$ cat src/rtl/button_register_pkg.sv
// Shared constants for the push-button input register: the read-word
// field positions and the number of buttons on the board.
package button_register_pkg;

    localparam int NUM_BUTTONS = 4;

    localparam int PENDING_HI = 31;
    localparam int PENDING_LO = 28;
    localparam int PRESSED_HI = 27;
    localparam int PRESSED_LO = 24;
    localparam int MASK_HI    = 23;
    localparam int MASK_LO    = 20;

endpackage

$ cat src/rtl/button_register_if.sv
// CPU-side bus of the button register: decoded select, write strobe,
// write data, continuously driven read data and the interrupt line.
interface button_register_if;

    logic        write;
    logic        cs;
    logic [31:0] data_in;
    logic [31:0] data_out;
    logic        irq;

    modport master (
        output write,
        output cs,
        output data_in,
        input  data_out,
        input  irq
    );

    modport slave (
        input  write,
        input  cs,
        input  data_in,
        output data_out,
        output irq
    );

endinterface

$ cat src/rtl/button_register_debouncer.sv
// One button: two-flop synchroniser, inversion to 1 = pressed, and a
// counter that only lets the debounced level follow a sample that has
// been stably different for DEBOUNCE_CYCLES clocks.
module button_register_debouncer #(
    parameter int DEBOUNCE_CYCLES = 50000,
    parameter int COUNT_WIDTH     = 16
) (
    input  logic clock,
    input  logic reset,
    input  logic button_n,
    output logic pressed,
    output logic rise
);

    localparam logic [COUNT_WIDTH-1:0] LAST_COUNT = COUNT_WIDTH'(DEBOUNCE_CYCLES - 1);

    logic                   sync_meta;
    logic                   sync_stable;
    logic                   sync_pressed;
    logic [COUNT_WIDTH-1:0] cnt;

    // Synchronise the raw pin and register its inverted (1 = pressed) form.
    always_ff @(posedge clock or negedge reset) begin
        if (!reset) begin
            sync_meta    <= 1'b1;
            sync_stable  <= 1'b1;
            sync_pressed <= 1'b0;
        end else begin
            sync_meta    <= button_n;
            sync_stable  <= sync_meta;
            sync_pressed <= ~sync_stable;
        end
    end

    // Count consecutive disagreeing samples; any agreement restarts the count.
    always_ff @(posedge clock or negedge reset) begin
        if (!reset) begin
            cnt     <= '0;
            pressed <= 1'b0;
        end else if (sync_pressed == pressed) begin
            cnt <= '0;
        end else if (cnt == LAST_COUNT) begin
            pressed <= sync_pressed;
            cnt     <= '0;
        end else begin
            cnt <= cnt + 1'b1;
        end
    end

    // High in the cycle before the edge on which pressed goes 0 to 1, so the
    // parent can latch the event on that same edge.
    assign rise = sync_pressed && !pressed && (cnt == LAST_COUNT);

endmodule

$ cat src/rtl/button_register.sv
// CPU-readable push-button register: debounced levels, sticky press
// events cleared write-one-to-clear, a per-button interrupt mask and a
// registered level interrupt request.
module button_register
    import button_register_pkg::*;
#(
    parameter int DEBOUNCE_CYCLES = 50000,
    parameter int COUNT_WIDTH     = 16
) (
    input  logic                   clock,
    input  logic                   reset,
    input  logic [NUM_BUTTONS-1:0] buttons_n,
    button_register_if.slave       bus
);

    logic [NUM_BUTTONS-1:0] pressed;
    logic [NUM_BUTTONS-1:0] rise;
    logic [NUM_BUTTONS-1:0] pending;
    logic [NUM_BUTTONS-1:0] mask;
    logic [NUM_BUTTONS-1:0] clear;
    logic                   bus_write;
    logic                   irq_q;
    logic                   unused_data_bits;

    for (genvar i = 0; i < NUM_BUTTONS; i++) begin : g_button
        button_register_debouncer #(
            .DEBOUNCE_CYCLES (DEBOUNCE_CYCLES),
            .COUNT_WIDTH     (COUNT_WIDTH)
        ) u_debouncer (
            .clock    (clock),
            .reset    (reset),
            .button_n (buttons_n[i]),
            .pressed  (pressed[i]),
            .rise     (rise[i])
        );
    end

    assign bus_write = bus.cs && bus.write;
    assign clear     = bus_write ? bus.data_in[PENDING_HI:PENDING_LO] : '0;

    // The pressed field of a write and the unused low bits carry no meaning.
    assign unused_data_bits = ^{bus.data_in[PRESSED_HI:PRESSED_LO], bus.data_in[MASK_LO-1:0]};

    // Pending events: a new press outranks a simultaneous clear of the same bit.
    always_ff @(posedge clock or negedge reset) begin
        if (!reset) begin
            pending <= '0;
        end else begin
            pending <= (pending & ~clear) | rise;
        end
    end

    // Interrupt mask, loaded whole by any write.
    always_ff @(posedge clock or negedge reset) begin
        if (!reset) begin
            mask <= '0;
        end else if (bus_write) begin
            mask <= bus.data_in[MASK_HI:MASK_LO];
        end
    end

    // Level interrupt, registered from the current pending and mask.
    always_ff @(posedge clock or negedge reset) begin
        if (!reset) begin
            irq_q <= 1'b0;
        end else begin
            irq_q <= |(pending & mask);
        end
    end

    // Read word assembled straight from the registers.
    always_comb begin
        bus.data_out                        = '0;
        bus.data_out[PENDING_HI:PENDING_LO] = pending;
        bus.data_out[PRESSED_HI:PRESSED_LO] = pressed;
        bus.data_out[MASK_HI:MASK_LO]       = mask;
    end

    assign bus.irq = irq_q;

endmodule

$ cat src/flat_wrapper.sv
// flat-port wrapper written by rule: the top's interface ports become plain ports
module button_register_flat import button_register_pkg::*;
#(
    parameter int DEBOUNCE_CYCLES = 50000,
    parameter int COUNT_WIDTH     = 16
)
  (clock, reset, buttons_n, bus_write, bus_cs, bus_data_in, bus_data_out, bus_irq);
  button_register_if bus_i ();
  input  logic clock;
  input  logic reset;
  input  logic [NUM_BUTTONS-1:0] buttons_n;
  input wire logic [$bits(bus_i.write)-1:0] bus_write;
  input wire logic [$bits(bus_i.cs)-1:0] bus_cs;
  input wire logic [$bits(bus_i.data_in)-1:0] bus_data_in;
  output wire logic [$bits(bus_i.data_out)-1:0] bus_data_out;
  output wire logic [$bits(bus_i.irq)-1:0] bus_irq;
  assign bus_i.write = bus_write;
  assign bus_i.cs = bus_cs;
  assign bus_i.data_in = bus_data_in;
  assign bus_data_out = bus_i.data_out;
  assign bus_irq = bus_i.irq;
  button_register #(.DEBOUNCE_CYCLES(DEBOUNCE_CYCLES), .COUNT_WIDTH(COUNT_WIDTH)) u_core (.clock(clock), .reset(reset), .buttons_n(buttons_n), .bus(bus_i));
endmodule
$ cat config.mk
export PLATFORM = sky130hd
export DESIGN_NAME = button_register_flat
export DESIGN_NICKNAME = d
export VERILOG_FILES = /design/src/rtl/button_register_pkg.sv /design/src/rtl/button_register_if.sv /design/src/rtl/button_register_debouncer.sv /design/src/rtl/button_register.sv /design/src/flat_wrapper.sv
export SDC_FILE = /design/constraint.sdc
export NUM_CORES = 1
export LEC_CHECK = 0
export BUFFER_PORTS_ARGS = -buffer_cell sky130_fd_sc_hd__clkbuf_2
export CAP_MARGIN = 5
export CORE_ASPECT_RATIO = 1.4
export CORE_MARGIN = 10
export CORE_UTILIZATION = 62
export CTS_BUF_LIST = sky130_fd_sc_hd__clkbuf_2 sky130_fd_sc_hd__clkbuf_4 sky130_fd_sc_hd__clkbuf_8
export CTS_CLUSTER_DIAMETER = 40
export DETAILED_ROUTE_END_ITERATION = 8
export MAX_ROUTING_LAYER = met4
export PLACE_DENSITY = 0.9
export SETUP_SLACK_MARGIN = 0.15
export SLEW_MARGIN = 20
export SYNTH_ARGS = -nofsm -noshare
export SYNTH_HDL_FRONTEND = slang
export SYNTH_SLANG_ARGS = --single-unit
$ cat constraint.sdc
create_clock -name clock -period 4 [get_ports clock]
set_input_delay 0.2 -clock clock [delete_from_list [all_inputs] [get_ports clock]]
set_output_delay 0.2 -clock clock [all_outputs]
set_load 0.02 [all_outputs]
; ---- Yosys cells after proc, flatten, opt, wreduce, memory -nomap -nowiden
; Cells that the tools add are included.
[word_totals]
regBits = 89
in_bits = 40
out_inout_bits = 33
word_cells = 74
[op_classes]
add_sub_neg = 4
eq_ne = 8
n_mux = 9
bitwise_logic = 12
reduce_logical = 18
[op_table]
columns = operator, n
row1 = 2-to-1 mux 16 bit, 8
row2 = "adder 16 x 1 -> 16 bit, second input constant", 4
row3 = "equality test 16 bit, second input constant", 4
row4 = logical AND 1 bit, 9
row5 = bitwise AND 4 bit, 2
row6 = NOT 1 bit, 8
row7 = AND reduction 2 bit, 4
row8 = equality test 1 bit, 4
row9 = zero test 1 bit, 4
row10 = 2-to-1 mux 4 bit, 1
row11 = NOT 4 bit, 1
row12 = bitwise OR 4 bit, 1
row13 = OR reduction 4 bit, 1

; ---- Depth between registers and ports, before layout
; Gate-level depths: netlist (run 1).
[depth]
word_depth = 5
mapped_depth = 7

; ---- Hierarchy
; Synthesis (run 1) repeated with hierarchy kept, for this count alone.
[hier_totals]
cells_unflattened = 410
area_unflattened_um2 = 4307.9
[modules_own_cells]
columns = mod, n_inst, cells_per_inst, area_per_inst_um2, seq_area_each_um2
row1 = button_register_debouncer, 4, 91, 948.4, 503.0
row2 = button_register, 1, 46, 514.2, 225.2

; ---- Least setup slack after synthesis (run 1)
; Ideal clock, no wire load.
[synth_path]
path_kind = flip-flop to flip-flop
startpoint = register u_core.g_button[0].u_debouncer.cnt[7]
endpoint = register u_core.g_button[0].u_debouncer.pressed
setup_time_ns = 0.125
t_arrival_ns = 1.687
required_time_ns = 3.875
setup_slack_ns = 2.188
stages_incl_launch_ff = 5
synth_period_minus_slack_ns = 1.812
path_cell_list = dfrtp_1 -> or4b_1 -> nor4_2 -> nor2b_1 -> mux2_2
[synth_via]
elab_chain_cells = 2
[synth_lines]
columns = element, line
row1 = "start, declared", button_register_debouncer.sv:20  ; logic [COUNT_WIDTH-1:0] cnt;
row2 = "start signal, assigned", button_register_debouncer.sv:46  ; cnt <= cnt + 1'b1;
row3 = equality test 16 bit, button_register_debouncer.sv:42  ; end else if (cnt == LAST_COUNT) begin
row4 = AND reduction 2 bit (no source line), --
row5 = "end signal, assigned", button_register_debouncer.sv:43  ; pressed <= sync_pressed;
row6 = "end, declared", button_register_debouncer.sv:11  ; output logic pressed,
; Every way passes these cells.
; A chain may end at the register's enable or synchronous reset.

; ---- Final worst setup path (run 1)
[layout_path]
startpoint = register u_core.g_button[0].u_debouncer.cnt[10]
endpoint = register u_core.g_button[0].u_debouncer.cnt[7]
[layout_via]
elab_chain_cells = 3
[layout_lines]
columns = element, line
row1 = equality test 16 bit, button_register_debouncer.sv:42
row2 = 2-to-1 mux 16 bit, button_register_debouncer.sv:42
row3 = 2-to-1 mux 16 bit, button_register_debouncer.sv:40  ; end else if (sync_pressed == pressed) begin
; Every way passes these cells.

==> run metrics, run 1 <==
share of cells above drive strength 1=between 10% and 20%; Ys Warns=0; Tmin final=~2.1 ns; asr flop ratio synth=between 90% and 100%; skew final=approximately 0.0075 ns; EDFF count, synth=0; Yosys top cell by area=dfrtp_1; Slew @ Worst Pin=between 0.7 and 0.8 ns; CP arrival=~2.4 ns; Yosys top cell area share=47.72%; Final Cycle Share=53.29%; Rel. slew slack=roughly half; Site Rows=35; crit path max fanout=16; PostCTS Resize Cnt=0; largest net degree at the start of global routing=90; Clock Latency Late Sink=~0.36 ns; worst hold slack=between 0.06 and 0.07 ns; Clock Sink Count=89; Netlist cell types=40; vias in the first global route=roughly 3000; final core utilization=between 60% and 70%; Max H-tree Level=3; drt first-iter violations=120; crit-path max cell delay=roughly 0.57 ns; DIE AREA=roughly 0.011 mm^2; status=completed; first-pass GRT wire length=14.05 mm; Slew Viols, Final=0; Peak VDD IR=0.0003452 V; Routed WL=8.199 mm; Critical-path top delay cell=or4b_1; cells along the critical path=or4b_1, nor4_2, or2_1, nor2_1; Final Hold Viols=0; global route overflow=0; setup TNS=0 ns; Fmax=approximately 470 MHz; Post-synth top flop=dfrtp_1; Clk pin slew, worst setup/hold paths=about 0.090 ns; antenna diode count=0; worst min path class=in -> reg; Post-DP HPWL=between 5 and 6 mm; Synth Register Bits=slightly below 90; Area Growth Syn to Fin=7.835%; Final setup viols=0; DR DRC count=0; Setup Crit Path Kind=reg -> reg; MaxCap Viol Count=0; commonest non-fill, non-tap cell in the layout=dfrtp_1; wire per inst=15.18 um; port bufs=28; initial cell density of the core=64.24%; drt via density=roughly 5.4; die height=between 100 and 150 um; die width=approximately 90 um; Cell Pwr Density=360.9 mW/mm^2; leakage=between 1.5 and 2 nW; Bufs on Longest Clock Path=2; antenna viol nets, final=0; Avg Cell Area, Syn=10.31 um^2; CTS Buf Count=9; Critical Path End Type=flop; Via Count=2940; Setup crit start kind=flop; CTS tree=built; TritonRoute pass-1 iters=4; post-synthesis sequential area ratio=a little over half; GRT Util Overall=between 15 and 20%; Boundary Pins=between 70 and 80; Area contributors post-synth=dfrtp_1 48%, xnor2_1 10%, nor2_1 6.7%; Critical path buffers and inverters=0; Req. time, crit path=roughly 4.2 ns; Mapped Cells=~410; fillers=470; RSZ-0062 raised after global routing=false; core area=0.006613 mm^2; gpl congestion=between 0.8 and 0.9; Post-Syn Area=~0.0042 mm^2; Nets=about 490; family with the most delay on the worst path=simple AND/OR/NAND/NOR gates; initial antenna violation count=0; clk root buf=clkbuf_8; Post CTS Setup Buffer Count=0; most frequent cells in the layout=81 x dfrtp_1, 76 x nor2_1, 49 x xnor2_1, 27 x clkbuf_2, 26 x inv_1
-- worst register-to-register path, cell delays in order, from the launching register on --
cell and delay (ns):
dfrtp_1 0.44, or4b_1 0.57, nor4_2 0.35, or2_1 0.50, nor2_1 0.12
-- cells by family (layout without fill, tap and decap cells) --
kind of cell	after synthesis	count (layout)	synth area share, %
AO/OA/AOI/OAI	10	10	1.650
XOR/XNOR	55	55	11.34
adder cells (fa/ha/maj)	8	8	2.357
buffers and inverters	57	74	7.894
flip-flops	89	89	52.67
multiplexers	7	7	1.856
other	1	20	0.08828
AND/OR/NAND/NOR	185	185	22.15
-- repair_timing --
| item | in CTS | in global routing |
|---|---|---|
| setup endpoints to repair | 0 | 0 |
| hold endpoints to repair | 4 | 81 |
| hold buffers | 4 | 1 |
-- state kept, by name, summed over array words and instances, names as in the netlist --
signal                                    count
u_core.pending                                4
u_core.mask                                   4
u_core.g_button.u_debouncer.pressed           4
u_core.g_button.u_debouncer.sync_pressed      4
u_core.bus.irq                                1
u_core.g_button.u_debouncer.sync_stable       4
u_core.g_button.u_debouncer.sync_meta         4
u_core.g_button.u_debouncer.cnt              64
-- layout make-up --
cell class	instances	area, um^2	area share, %
clock buffer	10	131.4	2.868
sequential	89	2237	48.84
timing repair buffer	33	196.4	4.288
tap	92	115.1	2.513
inverter	26	97.59	2.131
multi-input combinational	285	1747	38.13
clock inverter	5	56.30	1.229
-- synthesized netlist by cell type (all sizes together) (8+ instances only) --
cell and instances:
dfrtp 81, nor2 76, xnor2 49, buf 29, inv 26, nand3 25, nand2 16, nor3 16
nor4 16, nand4 15, dfstp 8, ha 8
-- routing by layer --
metal	global-route usage, %	up-vias	part of all wire [%]	wire [um]
li1	-	1399	-	-
met1	17.85	1467	40	3288
met2	27.58	59	54	4430
met3	3.063	15	3.8	313
met4	7.585	0	2.0	166
met5	-	-	0	0
-- report_power, final --
part | switching, W | leakage, nW | internal, W
Clock | 0.000314 | 0.0959 | 0.000292
Combinational | 0.0000730 | 0.644 | 0.0000310
Sequential | 0.0000183 | 1.19 | 0.000924
Total | 0.000405 | 1.93 | 0.00125
-- worst paths after layout --
check | from | end | slack [ns] | depth (start not counted)
worst max register to register | u_core.g_button[0].u_debouncer.cnt[10] | u_core.g_button[0].u_debouncer.cnt[7] | 1.87 | 4
min in group asynchronous | reset | u_core.g_button[3].u_debouncer.cnt[9] | 0.46 | 2
worst min-delay path | bus_data_in[21] | u_core.mask[1] | 0.06 | 2
max in group asynchronous | reset | u_core.g_button[1].u_debouncer.cnt[1] | 3.02 | 2
worst max-delay path | u_core.g_button[0].u_debouncer.cnt[10] | u_core.g_button[0].u_debouncer.cnt[7] | 1.87 | 4
worst min register to register | u_core.g_button[3].u_debouncer.sync_meta | u_core.g_button[3].u_debouncer.sync_stable | 0.36 | 0
-- stage by stage --
step | std cells | total power (W) | setup WS, ns | cell area [um^2]
after floorplan | 431 | 0.001033 | 2.188 | 4319
after global routing | 540 | 0.001716 | 1.766 | 4581
final | 540 | 0.001653 | 1.868 | 4581
after detailed placement | 520 | 0.001060 | 1.888 | 4339
after CTS | 539 | 0.001658 | 1.858 | 4567
after global placement | 520 | 0.001053 | 1.963 | 4339
Note: power is estimated with default switching activity, not from simulation.
==> inputs of run 2 (changes only) <==
CORE_UTILIZATION = 58   (was 62)
PLACE_DENSITY = 0.85   (was 0.9)
clock period = 2.2 ns   (was 4 ns; I/O delays follow)
==> run 2 against run 1 <==
Routed wire length fell by 2.3%. Critical path depth did not move. Largest power group unchanged. Critical path type unchanged. Sequential power rose by 81%. Final area rose by 2.5%.
==> run metrics, run 2 (same netlist as run 1, synthesis figures left out) <==
Setup Crit Path Kind=reg -> reg; initial antenna violation count=0 (unchanged); number of flip-flops in the largest register=64 (unchanged); Critical Path End Type=flop; Via Count=2938 (-0.068%); Nets=501 (+1.8%); Max H-tree Level=3 (unchanged); antenna diode count=0 (unchanged); TritonRoute pass-1 iters=4 (unchanged); leakage=1.983 nW (+2.9%); Final Hold Viols=0 (unchanged); Slew Viols, Final=0 (unchanged); commonest non-fill, non-tap cell in the layout=dfrtp_1; share of cells above drive strength 1=15.28% (+1.0 points); setup TNS=0 ns (unchanged); r2r setup slk=0.24 ns (-1.63 ns); Clock Sink Count=89 (unchanged); skew final=0.007748 ns (+0.0002425 ns); largest net degree at the start of global routing=46 (-49%); DR DRC count=0 (unchanged); wire per inst=14.49 um (-4.6%); RSZ-0062 raised after global routing=false; Reg with most FFs=u_core.g_button.u_debouncer.cnt; die height=121.3 um (+2.8%); antenna viol nets, final=0 (unchanged); Clk pin slew, worst setup/hold paths=0.09 ns (about the same); Clock Latency Late Sink=0.37 ns (about the same); Peak VDD IR=0.0004727 V (+37%); CP arrival=2.22 ns (-0.13 ns); clk root buf=clkbuf_8; Boundary Pins=73 (unchanged); GRT Util Overall=15.14% (-1.1 points); worst min path class=in -> reg; CTS tree=built; Pwr Total=0.003055 W (+85%); Final setup viols=0 (unchanged); drt first-iter violations=137 (+14%); DIE AREA=0.01120 mm^2 (+5.5%); gpl congestion=0.8290 (-3.4%); Final Cycle Share=89.12% (+36 points); die width=92.33 um (+2.6%); first-pass GRT wire length=13.48 mm (-4.0%); Tmin final=1.961 ns (-0.1709 ns); crit path max fanout=3 (-13); Area Growth Syn to Fin=10.52%; Slew @ Worst Pin=0.5818 ns (-0.1818 ns); drt via density=5.313 (-2.4%); Post CTS Setup Buffer Count=0 (unchanged); CTS Buf Count=9 (unchanged); global route overflow=0 (unchanged); Fmax=510.0 MHz (+8.7%); vias in the first global route=3014 (-1.1%); most frequent cells in the layout=81 x dfrtp_1, 76 x nor2_1, 49 x xnor2_1, 27 x clkbuf_2, 26 x inv_1; MaxCap Viol Count=0 (unchanged); status=completed; port bufs=28 (unchanged); Site Rows=36 (+2.9%); Req. time, crit path=2.46 ns (-1.76 ns); Setup crit start kind=flop; final core utilization=66.81% (-2.5 points); Bufs on Longest Clock Path=2 (unchanged); Post-DP HPWL=5.504 mm (-4.8%); initial cell density of the core=60.45% (-3.8 points); Rel. slew slack=61.21% (+12 points); Routed WL=8.011 mm (-2.3%); core area=0.007027 mm^2 (+6.3%); Cell Pwr Density=650.7 mW/mm^2 (+80%)
run 2: cell types whose count changed in the layout (fill, tap and decap cells not counted), sizes merged:
cell         before  now
clkinvlp          1    3
dlygate4sd3       5    9
clkbuf           37   36
buf               1    6
run 2: critical path: stages, from the launching register on:
cell and delay (ns):
dfrtp_1 0.42, or4b_1 0.59, nor4_4 0.33, nor2b_1 0.18, mux2_2 0.34
run 2: timing repair:
item | CTS | global route
setup endpoints to repair | 0 | 1
resized for setup | 0 | 1
endpoints found under the hold margin | 50 | 0
hold buffers | 9 | 0
run 2: per-layer routing:
layer / vias to the layer above / global-route usage (%) / share of wire [%]
met5: - / - / 0
met3: 16 / 4.768 / 5.2
met2: 60 / 24.87 / 49
li1: 1414 / - / -
met4: 0 / 7.157 / 2.2
met1: 1448 / 16.30 / 43
run 2: report_power, final:
group	internal (W)	switching, W
Clock	0.000532	0.000615
Combinational	0.0000655	0.000132
Sequential	0.00168	0.0000300
Total	0.00228	0.000777
run 2: cell type report:
class | count | area [um^2]
sequential | 89 | 2237
multi-input combinational | 285 | 1755
timing repair buffer | 42 | 282.8
clock buffer | 9 | 123.9
inverter | 26 | 97.59
fill | 542 | 2332
clock inverter | 7 | 78.83
tap | 95 | 118.9
run 2: worst paths after layout:
path / end / startpoint / depth (start not counted)
min: u_core.pending[2] / bus_data_in[30] / 4
max in group asynchronous: u_core.g_button[3].u_debouncer.sync_stable / reset / 3
min reg2reg: u_core.g_button[0].u_debouncer.sync_stable / u_core.g_button[0].u_debouncer.sync_meta / 0
max: u_core.g_button[0].u_debouncer.pressed / u_core.g_button[0].u_debouncer.cnt[7] / 4
max reg2reg: u_core.g_button[0].u_debouncer.pressed / u_core.g_button[0].u_debouncer.cnt[7] / 4
min in group asynchronous: u_core.g_button[2].u_debouncer.pressed / reset / 2
run 2: per-stage QoR:
step	instances	hold WS, ns	area, um^2	setup WS (ns)
floorplan	431	-0.1856	4319	0.3880
global placement	528	0.1372	4393	0.2871
detailed placement	528	0.1435	4393	0.2539
CTS	553	0.01032	4686	0.2381
global route	553	0.02186	4695	0.1612
finish	553	0.02772	4695	0.2393
